## config.mk

```make
export PLATFORM = sky130hd
export DESIGN_NAME = hazard_ctrl_flat
export DESIGN_NICKNAME = d
export VERILOG_FILES = /design/src/rtl/hazard_ctrl_pkg.sv /design/src/rtl/hazard_ctrl_if.sv /design/src/rtl/hazard_ctrl_forward_unit.sv /design/src/rtl/hazard_ctrl.sv /design/src/flat_wrapper.sv
export SDC_FILE = /design/constraint.sdc
export NUM_CORES = 1
export LEC_CHECK = 0
export ABC_AREA = 1
export BUFFER_PORTS_ARGS = -buffer_cell sky130_fd_sc_hd__buf_2
export CAP_MARGIN = 20
export CORE_UTILIZATION = 40
export CTS_CLUSTER_SIZE = 20
export DETAILED_ROUTE_END_ITERATION = 6
export GPL_TIMING_DRIVEN = 0
export PLACE_DENSITY = 0.7
export SLEW_MARGIN = 5
export SYNTH_ARGS = -nofsm -noshare
export SYNTH_HDL_FRONTEND = slang
export SYNTH_SLANG_ARGS = --single-unit
```

## constraint.sdc

```tcl
create_clock -name clk -period 2.95 [get_ports clk]
set_input_delay 0.1475 -clock clk [delete_from_list [all_inputs] [get_ports clk]]
set_output_delay 0.1475 -clock clk [all_outputs]
set_load 0.01 [all_outputs]
```

## src/rtl/hazard_ctrl_pkg.sv

```systemverilog
// Shared encodings for the pipeline hazard controller: forwarding selects,
// FSM state encoding and the forwarding-select helper.
package hazard_ctrl_pkg;

    localparam logic [1:0] FWD_RF  = 2'b00;
    localparam logic [1:0] FWD_WB  = 2'b01;
    localparam logic [1:0] FWD_MEM = 2'b10;

    typedef enum logic [1:0] {
        HZ_RUN       = 2'd0,
        HZ_STALL     = 2'd1,
        HZ_IRQ_DRAIN = 2'd2
    } hz_state_e;

    // MEM wins over WB because it holds the younger result; $0 is never forwarded.
    function automatic logic [1:0] fwd_sel(
        input logic       rw_mem,
        input logic [4:0] wa_mem,
        input logic       rw_wb,
        input logic [4:0] wa_wb,
        input logic [4:0] src
    );
        logic [1:0] sel;
        sel = FWD_RF;
        if (rw_mem && (wa_mem != 5'd0) && (wa_mem == src)) begin
            sel = FWD_MEM;
        end else if (rw_wb && (wa_wb != 5'd0) && (wa_wb == src)) begin
            sel = FWD_WB;
        end
        return sel;
    endfunction

endpackage

```

## src/rtl/hazard_ctrl_if.sv

```systemverilog
// Bundle of pipeline-stage fields seen by the hazard controller and the
// stall/flush/forward strobes it returns; dbg_state exposes the FSM.
interface hazard_ctrl_if #(
    parameter int CNT_W = 16
);
    import hazard_ctrl_pkg::*;

    logic [4:0]       RsAddr_id;
    logic [4:0]       RtAddr_id;
    logic             UsesRs_id;
    logic             UsesRt_id;
    logic             BrJmp_id;
    logic             Kernel_id;
    logic [4:0]       RsAddr_ex;
    logic [4:0]       RtAddr_ex;
    logic [4:0]       WrAddr_ex;
    logic             RegWrite_ex;
    logic             MemRead_ex;
    logic             Branch_ex;
    logic             BrTaken_ex;
    logic [4:0]       WrAddr_mem;
    logic             RegWrite_mem;
    logic [4:0]       WrAddr_wb;
    logic             RegWrite_wb;
    logic             IRQ;

    logic             PC_Hold;
    logic             IFID_Hold;
    logic             IFID_Flush;
    logic             IDEX_Bubble;
    logic             IRQ_Take;
    logic [1:0]       ForwardA_ex;
    logic [1:0]       ForwardB_ex;
    logic [CNT_W-1:0] StallCount;
    hz_state_e        dbg_state;

    // Pipeline side: supplies stage fields, consumes strobes.
    modport master (
        output RsAddr_id, RtAddr_id, UsesRs_id, UsesRt_id, BrJmp_id, Kernel_id,
        output RsAddr_ex, RtAddr_ex, WrAddr_ex, RegWrite_ex, MemRead_ex,
        output Branch_ex, BrTaken_ex, WrAddr_mem, RegWrite_mem,
        output WrAddr_wb, RegWrite_wb, IRQ,
        input  PC_Hold, IFID_Hold, IFID_Flush, IDEX_Bubble, IRQ_Take,
        input  ForwardA_ex, ForwardB_ex, StallCount, dbg_state
    );

    // Controller side.
    modport slave (
        input  RsAddr_id, RtAddr_id, UsesRs_id, UsesRt_id, BrJmp_id, Kernel_id,
        input  RsAddr_ex, RtAddr_ex, WrAddr_ex, RegWrite_ex, MemRead_ex,
        input  Branch_ex, BrTaken_ex, WrAddr_mem, RegWrite_mem,
        input  WrAddr_wb, RegWrite_wb, IRQ,
        output PC_Hold, IFID_Hold, IFID_Flush, IDEX_Bubble, IRQ_Take,
        output ForwardA_ex, ForwardB_ex, StallCount, dbg_state
    );

endinterface

```

## src/rtl/hazard_ctrl_forward_unit.sv

```systemverilog
// EX-stage operand forwarding selects; purely combinational.
module hazard_ctrl_forward_unit
    import hazard_ctrl_pkg::*;
(
    input  logic [4:0] rs_addr_ex_i,
    input  logic [4:0] rt_addr_ex_i,
    input  logic [4:0] wr_addr_mem_i,
    input  logic       reg_write_mem_i,
    input  logic [4:0] wr_addr_wb_i,
    input  logic       reg_write_wb_i,
    output logic [1:0] fwd_a_o,
    output logic [1:0] fwd_b_o
);

    assign fwd_a_o = fwd_sel(reg_write_mem_i, wr_addr_mem_i,
                             reg_write_wb_i, wr_addr_wb_i, rs_addr_ex_i);
    assign fwd_b_o = fwd_sel(reg_write_mem_i, wr_addr_mem_i,
                             reg_write_wb_i, wr_addr_wb_i, rt_addr_ex_i);

endmodule

```

## src/rtl/hazard_ctrl.sv

```systemverilog
// Pipeline hazard controller: load-use stalls, taken-branch flushes and
// interrupt entry, plus EX forwarding selects and a saturating stall counter.
module hazard_ctrl
    import hazard_ctrl_pkg::*;
#(
    parameter int LOAD_STALL_CYC = 1,
    parameter int CNT_W          = 16
) (
    input logic          clk,
    input logic          reset,
    hazard_ctrl_if.slave hz
);

    hz_state_e        state_q, state_d;
    logic [2:0]       cnt_q, cnt_d;
    logic             irq_pend_q, irq_pend_d;
    logic [CNT_W-1:0] stall_cnt_q, stall_cnt_d;

    logic luh;
    logic brf;
    logic irq_ok;
    logic pc_hold;
    logic ifid_hold;
    logic ifid_flush;
    logic idex_bubble;
    logic irq_take;
    logic [1:0] fwd_a_raw;
    logic [1:0] fwd_b_raw;

    assign luh = hz.MemRead_ex & hz.RegWrite_ex & (hz.WrAddr_ex != 5'd0) &
                 ((hz.UsesRs_id & (hz.RsAddr_id == hz.WrAddr_ex)) |
                  (hz.UsesRt_id & (hz.RtAddr_id == hz.WrAddr_ex)));
    assign brf = hz.Branch_ex & hz.BrTaken_ex;

    // An IRQ may not split a branch from its delay/target fetch, nor nest in kernel code.
    assign irq_ok = irq_pend_q & ~hz.Kernel_id & ~hz.BrJmp_id;

    hazard_ctrl_forward_unit u_fwd (
        .rs_addr_ex_i    (hz.RsAddr_ex),
        .rt_addr_ex_i    (hz.RtAddr_ex),
        .wr_addr_mem_i   (hz.WrAddr_mem),
        .reg_write_mem_i (hz.RegWrite_mem),
        .wr_addr_wb_i    (hz.WrAddr_wb),
        .reg_write_wb_i  (hz.RegWrite_wb),
        .fwd_a_o         (fwd_a_raw),
        .fwd_b_o         (fwd_b_raw)
    );

    always_comb begin
        state_d     = state_q;
        cnt_d       = cnt_q;
        pc_hold     = 1'b0;
        ifid_hold   = 1'b0;
        ifid_flush  = 1'b0;
        idex_bubble = 1'b0;
        irq_take    = 1'b0;

        case (state_q)
            HZ_RUN: begin
                if (brf) begin
                    ifid_flush  = 1'b1;
                    idex_bubble = 1'b1;
                end else if (luh) begin
                    pc_hold     = 1'b1;
                    ifid_hold   = 1'b1;
                    idex_bubble = 1'b1;
                    cnt_d       = 3'(LOAD_STALL_CYC - 1);
                    if (LOAD_STALL_CYC > 1) begin
                        state_d = HZ_STALL;
                    end
                end else if (irq_ok) begin
                    irq_take    = 1'b1;
                    ifid_flush  = 1'b1;
                    idex_bubble = 1'b1;
                    state_d     = HZ_IRQ_DRAIN;
                end
            end
            HZ_STALL: begin
                pc_hold     = 1'b1;
                ifid_hold   = 1'b1;
                idex_bubble = 1'b1;
                cnt_d       = cnt_q - 3'd1;
                if (cnt_q == 3'd1) begin
                    state_d = HZ_RUN;
                end
            end
            HZ_IRQ_DRAIN: begin
                // Kill the sequential fetch that left IF before the vector was loaded.
                ifid_flush = 1'b1;
                state_d    = HZ_RUN;
            end
            default: begin
                state_d = HZ_RUN;
            end
        endcase

        if (reset) begin
            pc_hold     = 1'b0;
            ifid_hold   = 1'b0;
            ifid_flush  = 1'b0;
            idex_bubble = 1'b0;
            irq_take    = 1'b0;
        end
    end

    always_comb begin
        irq_pend_d = irq_take ? 1'b0 : (irq_pend_q | hz.IRQ);
    end

    always_comb begin
        stall_cnt_d = stall_cnt_q;
        if (pc_hold && (stall_cnt_q != {CNT_W{1'b1}})) begin
            stall_cnt_d = stall_cnt_q + CNT_W'(1);
        end
    end

    always_ff @(posedge clk) begin
        if (reset) begin
            state_q     <= HZ_RUN;
            cnt_q       <= 3'd0;
            irq_pend_q  <= 1'b0;
            stall_cnt_q <= '0;
        end else begin
            state_q     <= state_d;
            cnt_q       <= cnt_d;
            irq_pend_q  <= irq_pend_d;
            stall_cnt_q <= stall_cnt_d;
        end
    end

    assign hz.PC_Hold     = pc_hold;
    assign hz.IFID_Hold   = ifid_hold;
    assign hz.IFID_Flush  = ifid_flush;
    assign hz.IDEX_Bubble = idex_bubble;
    assign hz.IRQ_Take    = irq_take;
    assign hz.ForwardA_ex = reset ? FWD_RF : fwd_a_raw;
    assign hz.ForwardB_ex = reset ? FWD_RF : fwd_b_raw;
    assign hz.StallCount  = stall_cnt_q;
    assign hz.dbg_state   = state_q;

endmodule

```

## src/flat_wrapper.sv

```systemverilog
// flat-port wrapper written by rule: the top's interface ports become plain ports
module hazard_ctrl_flat import hazard_ctrl_pkg::*;
#(
    parameter int LOAD_STALL_CYC = 1,
    parameter int CNT_W          = 16
)
  (clk, reset, hz_RsAddr_id, hz_RtAddr_id, hz_UsesRs_id, hz_UsesRt_id, hz_BrJmp_id, hz_Kernel_id, hz_RsAddr_ex, hz_RtAddr_ex, hz_WrAddr_ex, hz_RegWrite_ex, hz_MemRead_ex, hz_Branch_ex, hz_BrTaken_ex, hz_WrAddr_mem, hz_RegWrite_mem, hz_WrAddr_wb, hz_RegWrite_wb, hz_IRQ, hz_PC_Hold, hz_IFID_Hold, hz_IFID_Flush, hz_IDEX_Bubble, hz_IRQ_Take, hz_ForwardA_ex, hz_ForwardB_ex, hz_StallCount, hz_dbg_state);
  hazard_ctrl_if #(.CNT_W(CNT_W)) hz_i ();
  input logic clk;
  input logic reset;
  input wire logic [$bits(hz_i.RsAddr_id)-1:0] hz_RsAddr_id;
  input wire logic [$bits(hz_i.RtAddr_id)-1:0] hz_RtAddr_id;
  input wire logic [$bits(hz_i.UsesRs_id)-1:0] hz_UsesRs_id;
  input wire logic [$bits(hz_i.UsesRt_id)-1:0] hz_UsesRt_id;
  input wire logic [$bits(hz_i.BrJmp_id)-1:0] hz_BrJmp_id;
  input wire logic [$bits(hz_i.Kernel_id)-1:0] hz_Kernel_id;
  input wire logic [$bits(hz_i.RsAddr_ex)-1:0] hz_RsAddr_ex;
  input wire logic [$bits(hz_i.RtAddr_ex)-1:0] hz_RtAddr_ex;
  input wire logic [$bits(hz_i.WrAddr_ex)-1:0] hz_WrAddr_ex;
  input wire logic [$bits(hz_i.RegWrite_ex)-1:0] hz_RegWrite_ex;
  input wire logic [$bits(hz_i.MemRead_ex)-1:0] hz_MemRead_ex;
  input wire logic [$bits(hz_i.Branch_ex)-1:0] hz_Branch_ex;
  input wire logic [$bits(hz_i.BrTaken_ex)-1:0] hz_BrTaken_ex;
  input wire logic [$bits(hz_i.WrAddr_mem)-1:0] hz_WrAddr_mem;
  input wire logic [$bits(hz_i.RegWrite_mem)-1:0] hz_RegWrite_mem;
  input wire logic [$bits(hz_i.WrAddr_wb)-1:0] hz_WrAddr_wb;
  input wire logic [$bits(hz_i.RegWrite_wb)-1:0] hz_RegWrite_wb;
  input wire logic [$bits(hz_i.IRQ)-1:0] hz_IRQ;
  output wire logic [$bits(hz_i.PC_Hold)-1:0] hz_PC_Hold;
  output wire logic [$bits(hz_i.IFID_Hold)-1:0] hz_IFID_Hold;
  output wire logic [$bits(hz_i.IFID_Flush)-1:0] hz_IFID_Flush;
  output wire logic [$bits(hz_i.IDEX_Bubble)-1:0] hz_IDEX_Bubble;
  output wire logic [$bits(hz_i.IRQ_Take)-1:0] hz_IRQ_Take;
  output wire logic [$bits(hz_i.ForwardA_ex)-1:0] hz_ForwardA_ex;
  output wire logic [$bits(hz_i.ForwardB_ex)-1:0] hz_ForwardB_ex;
  output wire logic [$bits(hz_i.StallCount)-1:0] hz_StallCount;
  output wire logic [$bits(hz_i.dbg_state)-1:0] hz_dbg_state;
  assign hz_i.RsAddr_id = hz_RsAddr_id;
  assign hz_i.RtAddr_id = hz_RtAddr_id;
  assign hz_i.UsesRs_id = hz_UsesRs_id;
  assign hz_i.UsesRt_id = hz_UsesRt_id;
  assign hz_i.BrJmp_id = hz_BrJmp_id;
  assign hz_i.Kernel_id = hz_Kernel_id;
  assign hz_i.RsAddr_ex = hz_RsAddr_ex;
  assign hz_i.RtAddr_ex = hz_RtAddr_ex;
  assign hz_i.WrAddr_ex = hz_WrAddr_ex;
  assign hz_i.RegWrite_ex = hz_RegWrite_ex;
  assign hz_i.MemRead_ex = hz_MemRead_ex;
  assign hz_i.Branch_ex = hz_Branch_ex;
  assign hz_i.BrTaken_ex = hz_BrTaken_ex;
  assign hz_i.WrAddr_mem = hz_WrAddr_mem;
  assign hz_i.RegWrite_mem = hz_RegWrite_mem;
  assign hz_i.WrAddr_wb = hz_WrAddr_wb;
  assign hz_i.RegWrite_wb = hz_RegWrite_wb;
  assign hz_i.IRQ = hz_IRQ;
  assign hz_PC_Hold = hz_i.PC_Hold;
  assign hz_IFID_Hold = hz_i.IFID_Hold;
  assign hz_IFID_Flush = hz_i.IFID_Flush;
  assign hz_IDEX_Bubble = hz_i.IDEX_Bubble;
  assign hz_IRQ_Take = hz_i.IRQ_Take;
  assign hz_ForwardA_ex = hz_i.ForwardA_ex;
  assign hz_ForwardB_ex = hz_i.ForwardB_ex;
  assign hz_StallCount = hz_i.StallCount;
  assign hz_dbg_state = hz_i.dbg_state;
  hazard_ctrl #(.LOAD_STALL_CYC(LOAD_STALL_CYC), .CNT_W(CNT_W)) u_core (.clk(clk), .reset(reset), .hz(hz_i));
endmodule
```

==> results of run 1 <==
-- cells in the final DEF (no fill, tap or decap), types with 2 or more instances in the layout --
master,count
o21ai_1,2
nor2_2,11
nor2_1,51
nand2_1,80
xor2_1,17
inv_1,40
nand4_1,11
nand3_4,2
nor3_1,2
nand4_4,2
clkbuf_8,3
buf_4,3
nand3_2,2
buf_2,73
nand3_1,5
nor4_1,3
xnor2_1,9
a21oi_1,4
dfxtp_1,18
o21ai_0,2
inv_2,5
-- cell families after synthesis --
logic type                 Yosys count  synth area share [%]
xor gates and xnor gates            26                  13.2
and+or+nand+nor                    176                  48.8
buffers and inverters               50                  11.8
adders and majority gates            1                 0.727
AOI/OAI and AO/OA                   11                  4.22
DFF                                 18                  20.9
other                                1                 0.218
-- path summary, 6_finish.rpt --
path | cells past startpoint | from | end
worst max-delay path | 7 | u_core.hz.dbg_state[1]$_SDFFE_PP0P_ | hz_PC_Hold
worst min-delay path | 3 | hz_IRQ | u_core.irq_pend_q$_SDFF_PP0_
worst max register to register | 10 | u_core.hz.StallCount[1]$_SDFFE_PP0P_ | u_core.hz.StallCount[12]$_SDFFE_PP0P_
worst min register to register | 2 | u_core.irq_pend_q$_SDFF_PP0_ | u_core.irq_pend_q$_SDFF_PP0_
-- layer usage --
metal | wire, um | share of wire (%) | GRT usage [%] | up-vias
li1 | - | - | - | 1020
met1 | 1890 | 48 | 22.7 | 782
met2 | 1750 | 44 | 30.1 | 63
met3 | 245 | 6.2 | 2.36 | 5
met4 | 57 | 1.4 | 7.18 | 0
met5 | 0 | 0 | 0 | -
-- flip-flops by register name (all words and copies together) (netlist names) --
register,count
u_core.hz.StallCount,16
u_core.hz.dbg_state,1
u_core.irq_pend_q,1
-- power by group --
| part | switching [mW] | total [mW] | internal [mW] |
|---|---|---|---|
| clock | 0.0836 | 0.175 | 0.0910 |
| sequential | 0.00187 | 0.247 | 0.245 |
| combinational | 0.0746 | 0.135 | 0.0609 |
-- Yosys cell counts, types with 2 or more instances --
master,instances
nand3_1,5
buf_4,3
nor4_1,3
nor2_1,51
nor2_2,11
nand3_2,2
xor2_1,17
o21ai_0,2
nand3_4,2
o21ai_1,2
inv_1,40
nor3_1,2
xnor2_1,9
nand2_1,80
nand4_1,11
nand4_4,2
inv_2,5
a21oi_1,4
dfxtp_1,18
-- layout make-up --
cell class / count / area (um2)
multi-input combinational: 215 / 1160
inverter: 47 / 181
sequential: 18 / 360
tap: 50 / 62.6
buffer: 3 / 22.5
clock buffer: 3 / 41.3
fill: 425 / 1870
timing repair buffer: 73 / 365
-- per-stage QoR --
step / total power, mW / utilization (%)
5_1_grt: 0.587 / 54.0
6_report: 0.557 / 54.0
4_1_cts: 0.567 / 54.0
3_5_place_dp: 0.388 / 53.0
2_1_floorplan: 0.328 / -
3_3_place_gp: 0.386 / 53.0
-- worst max-delay path: cells and delay by family (launching register included) --
| family | cells | cell delay [ns] |
|---|---|---|
| buffers and inverters | 4 | 0.55 |
| DFF | 1 | 0.33 |
| and+or+nand+nor | 3 | 0.36 |
==> out/qor.json, run 1 <==
{
  "place_ws_ns": 1.35,
  "core_region_area_um2": 4060,
  "fraction_of_the_cycle_the_final_worst_path_needs_pct": 55.8,
  "worst-path-max-fanout": 8,
  "clock_latency_ns": 0.26,
  "count_of_tritonroute_iterations_in_the_first_routing_pass": 4,
  "grt_overflow": 0,
  "hpwlAfterDp_um": 3230,
  "ys_async_sr_fraction_pct": 0,
  "reg2reg_slack_ns": 1.34,
  "post-synth-top-area-cell": "dfxtp_1",
  "synth_nets": 332,
  "vdd_drop_max_mv": 0.151,
  "hold_path_class": "input pin to register",
  "critPathSlowestCell": "dfxtp_1",
  "grt_start_max_net_pins": 11,
  "synthesis.instances": 283,
  "run_status": "finished clean",
  "period_minus_slack_ns": 1.65,
  "synth_flop_cell": "dfxtp_1",
  "final_critical_path_setup_slack_ns": 1.30,
  "maxSlewViolCount": 0,
  "hold_violations": 0,
  "htreeDepth": 1,
  "slowest_delay_ns": 0.33,
  "route.detailed.vias_per_inst": 4.57,
  "die_width_um": 67.6,
  "routed_wire_length_um": 3950,
  "postCtsHoldBufs": 0,
  "crit_path_start_kind": "register",
  "setup.worst_path.class": "register to output pin",
  "cts_tree": "built",
  "synthesis.area_per_instance_um2": 6.08,
  "num_rows": 23,
  "first_global_vias": 1550,
  "post-place-cells": 406,
  "areaGrowthSynthToFinish_pct": 27.3,
  "ios": 75,
  "clkSlewWorstSetupHoldPaths_ns": 0.07,
  "fin_setup_tns_ns": 0,
  "antenna_left": 0,
  "gp_routability_congestion": 0.858,
  "synth_seq_area_share_pct": 20.9,
  "grt_antenna_before_repair": 0,
  "dieHeight_um": 67.6,
  "netlist_top_cells_area": "dfxtp_1 21%, nand2_1 17%, nor2_1 11%",
  "track_usage_pct": 17.9,
  "synth_cell_types": 33,
  "dpl_cell_area_um2": 2150,
  "grt_pass1_wl_um": 6280,
  "cts.repair.resized": 0,
  "finish.net_count": 410,
  "clk_path_buf_depth": 2,
  "clkSinkCount": 18,
  "number_of_buffers_created_by_cts": 3,
  "post_drt_wl_per_cell_um": 9.65,
  "floorplan_die_area_um2": 4570,
  "worst_hold_slack_after_final_layout_ns": 0.130,
  "maxCapViolCount": 0,
  "critical_path.most_common_cell": "inv_1",
  "critical_path_rt_ns": 2.80,
  "vias": 1870,
  "root_buffer": "clkbuf_8",
  "ys_seq_elements": 18,
  "drc": 0,
  "setup_viol": 0,
  "num_antenna_cells": 0,
  "syn-cell-area_um2": 1720,
  "worst_clock_skew_ns": 0.00506,
  "worst_setup_end_kind": "output pin",
  "synth-edff-count": 0,
  "total_leakage_power_nw": 1.19,
  "grt_setup_unrepaired": "no",
  "p_per_area_nw_per_um2": 254,
  "critical_path_cell_list": "nor2_1 -> nand2_1 -> inv_1 -> nand3_4 -> inv_1 -> buf_4 -> buf_2",
  "fmaxAchievable_ghz": 0.607,
  "number_of_cells_in_the_finished_layout_apart_from_fillers": 409,
  "placement.io_buffers": 73,
  "initial_utilization_pct": 42.4,
  "final_design_instance_area_without_fill_um2": 2190,
  "synth_top_area_share_pct": 20.9,
  "layout-drive-gt1-share_pct": 30.1,
  "cts_post_setup_buffers_inserted": 0,
  "synth_warnings": 0,
  "critical_path_arrival_ns": 1.50,
  "dr.first_iter.drc_count": 63
}
Power figures use the tool's default switching activity.
==> run 2: changes to the inputs <==
==> constraint.sdc (replaced) <==
create_clock -name clk -period 1.59 [get_ports clk]
set_input_delay 0.0795 -clock clk [delete_from_list [all_inputs] [get_ports clk]]
set_output_delay 0.0795 -clock clk [all_outputs]
set_load 0.01 [all_outputs]
==> out/qor.json, run 2 (synthesized netlist as in run 1, its figures left out) <==
{
  "run_status": "finished clean",
  "clkSinkCount": 18,
  "layout-drive-gt1-share_pct": 33.5,
  "ios": 75,
  "worst_setup_end_kind": "register",
  "drc": 0,
  "dr.first_iter.drc_count": 66,
  "total_leakage_power_nw": 1.23,
  "period_minus_slack_ns": 1.53,
  "crit_path_start": "u_core.hz.StallCount[1]$_SDFFE_PP0P_",
  "areaGrowthSynthToFinish_pct": 31.5,
  "timing.hold.worst.start": "hz_IRQ",
  "floorplan_die_area_um2": 4570,
  "post_drt_wl_per_cell_um": 9.84,
  "initial_utilization_pct": 42.4,
  "finish.utilization_pct": 55.8,
  "maxCapViolCount": 0,
  "num_rows": 23,
  "critical_path_arrival_ns": 1.68,
  "setup_viol": 0,
  "finish.net_count": 415,
  "totalPowerFinal_mw": 1.04,
  "die_width_um": 67.6,
  "htreeDepth": 1,
  "placement.io_buffers": 73,
  "endpoint_of_the_worst_register_to_register_path": "u_core.hz.StallCount[7]$_SDFFE_PP0P_",
  "cells_on_worst_reg2reg_path": 10,
  "hold-path-cell-count": 3,
  "crit_path_start_kind": "register",
  "gp_routability_congestion": 0.858,
  "clock_latency_ns": 0.26,
  "fmaxAchievable_ghz": 0.654,
  "mostFrequentLayoutCell": "nand2_1",
  "core_region_area_um2": 4060,
  "clk_path_buf_depth": 2,
  "reg2reg_slack_ns": 0.06,
  "number_of_cells_in_the_finished_layout_apart_from_fillers": 414,
  "dieHeight_um": 67.6,
  "clkSlewWorstSetupHoldPaths_ns": 0.07,
  "number_of_buffers_created_by_cts": 3,
  "root_buffer": "clkbuf_8",
  "antenna_left": 0,
  "hold_path_end": "u_core.irq_pend_q$_SDFF_PP0_",
  "postCtsHoldBufs": 0,
  "critical_path.reg2reg.startpoint": "u_core.hz.StallCount[1]$_SDFFE_PP0P_",
  "p_per_area_nw_per_um2": 457,
  "post-place-cells": 406,
  "fin_setup_tns_ns": 0,
  "count_of_tritonroute_iterations_in_the_first_routing_pass": 4,
  "cts_tree": "built",
  "grt_overflow": 0,
  "vias": 1892,
  "worst_clock_skew_ns": 0.00306,
  "grt_setup_unrepaired": "yes",
  "largest_register_ffs": 16,
  "fraction_of_the_cycle_the_final_worst_path_needs_pct": 96.2,
  "vdd_drop_max_mv": 0.278,
  "first_global_vias": 1560,
  "hold_violations": 0,
  "count_of_fill_cells_added_during_filler_insertion": 415,
  "critical_path_rt_ns": 1.74,
  "leading_cell_types_in_the_layout_fill_and_taps_excluded": "77 x nand2_1, 73 x buf_2, 51 x nor2_1",
  "route.detailed.vias_per_inst": 4.57,
  "track_usage_pct": 18.0,
  "worst-path-max-fanout": 8,
  "num_antenna_cells": 0,
  "maxSlewViolCount": 0,
  "grt_start_max_net_pins": 11,
  "final_critical_path_setup_slack_ns": 0.0608,
  "hpwlAfterDp_um": 3230,
  "grt_antenna_before_repair": 0,
  "setup.worst_path.class": "register to register",
  "place_ws_ns": -0.0103,
  "routed_wire_length_um": 4080,
  "hold_path_class": "input pin to register",
  "grt_pass1_wl_um": 6310
}
## run 2: cell count changes in the layout (fill, tap and decap cells not counted), sizes merged
cell / previous run / this run
buf: 76 / 81
## run 2: how the worst max path moves through the flow
stage,cells after the start,endpoint,slack [ns]
after global placement,10,u_core.hz.StallCount[12]$_SDFFE_PP0P_,-0.001
after floorplan,10,u_core.hz.StallCount[12]$_SDFFE_PP0P_,0.11
after global routing,10,u_core.hz.StallCount[12]$_SDFFE_PP0P_,-0.03
final,10,u_core.hz.StallCount[7]$_SDFFE_PP0P_,0.06
after detailed placement,10,u_core.hz.StallCount[12]$_SDFFE_PP0P_,-0.01
after CTS,10,u_core.hz.StallCount[14]$_SDFFE_PP0P_,0.01
## run 2: cell type report
cell class              count  area (um2)  share of cell area [%]
multi-input cells         215        1190                    52.4
repair buffers             78         403                    17.8
flip-flops and latches     18         367                    16.2
inverters                  47         181                    8.01
well taps                  50        62.6                    2.76
clock buffers               3        41.3                    1.82
plain buffers               3        22.5                   0.994
## run 2: timing repair
item,CTS,global route
pin swaps,1,14
setup buffers,1,4
endpoints found under the hold margin,0,0
endpoints found under the setup margin,4,17
gates resized for setup,3,11
## run 2: metrics by stage
stage / cell area [um2] / hold WS, ns
after detailed placement: 2150 / 0.325
after floorplan: 1720 / 0.203
after global placement: 2150 / 0.323
after global routing: 2260 / 0.0812
final: 2260 / 0.0622
after CTS: 2200 / 0.0566
## run 2: routing by layer
metal | part of all wire (%) | track usage [%] | vias to the layer above
met5 | 0 | 0 | -
met4 | 1.4 | 7.18 | 0
met3 | 6.3 | 2.36 | 5
met2 | 46 | 30.3 | 62
met1 | 47 | 22.8 | 795
li1 | - | - | 1030
## run 2: worst max-delay path: stages, from the launching register on
cell and delay, ns:
dfxtp_4 0.37, ha_4 0.15, nand2_4 0.05, nor2_1 0.10, nand2_1 0.09, nor2_1 0.11, nand4_1 0.19, nand4_4 0.19
nand2_1 0.07, nand2_1 0.06, nor2_1 0.04
## run 2: report_power, final
group | internal [mW] | leakage, nW | switching, mW
clock network | 0.169 | 0.0216 | 0.156
logic | 0.114 | 1.06 | 0.139
registers | 0.454 | 0.147 | 0.00378
total | 0.736 | 1.23 | 0.299
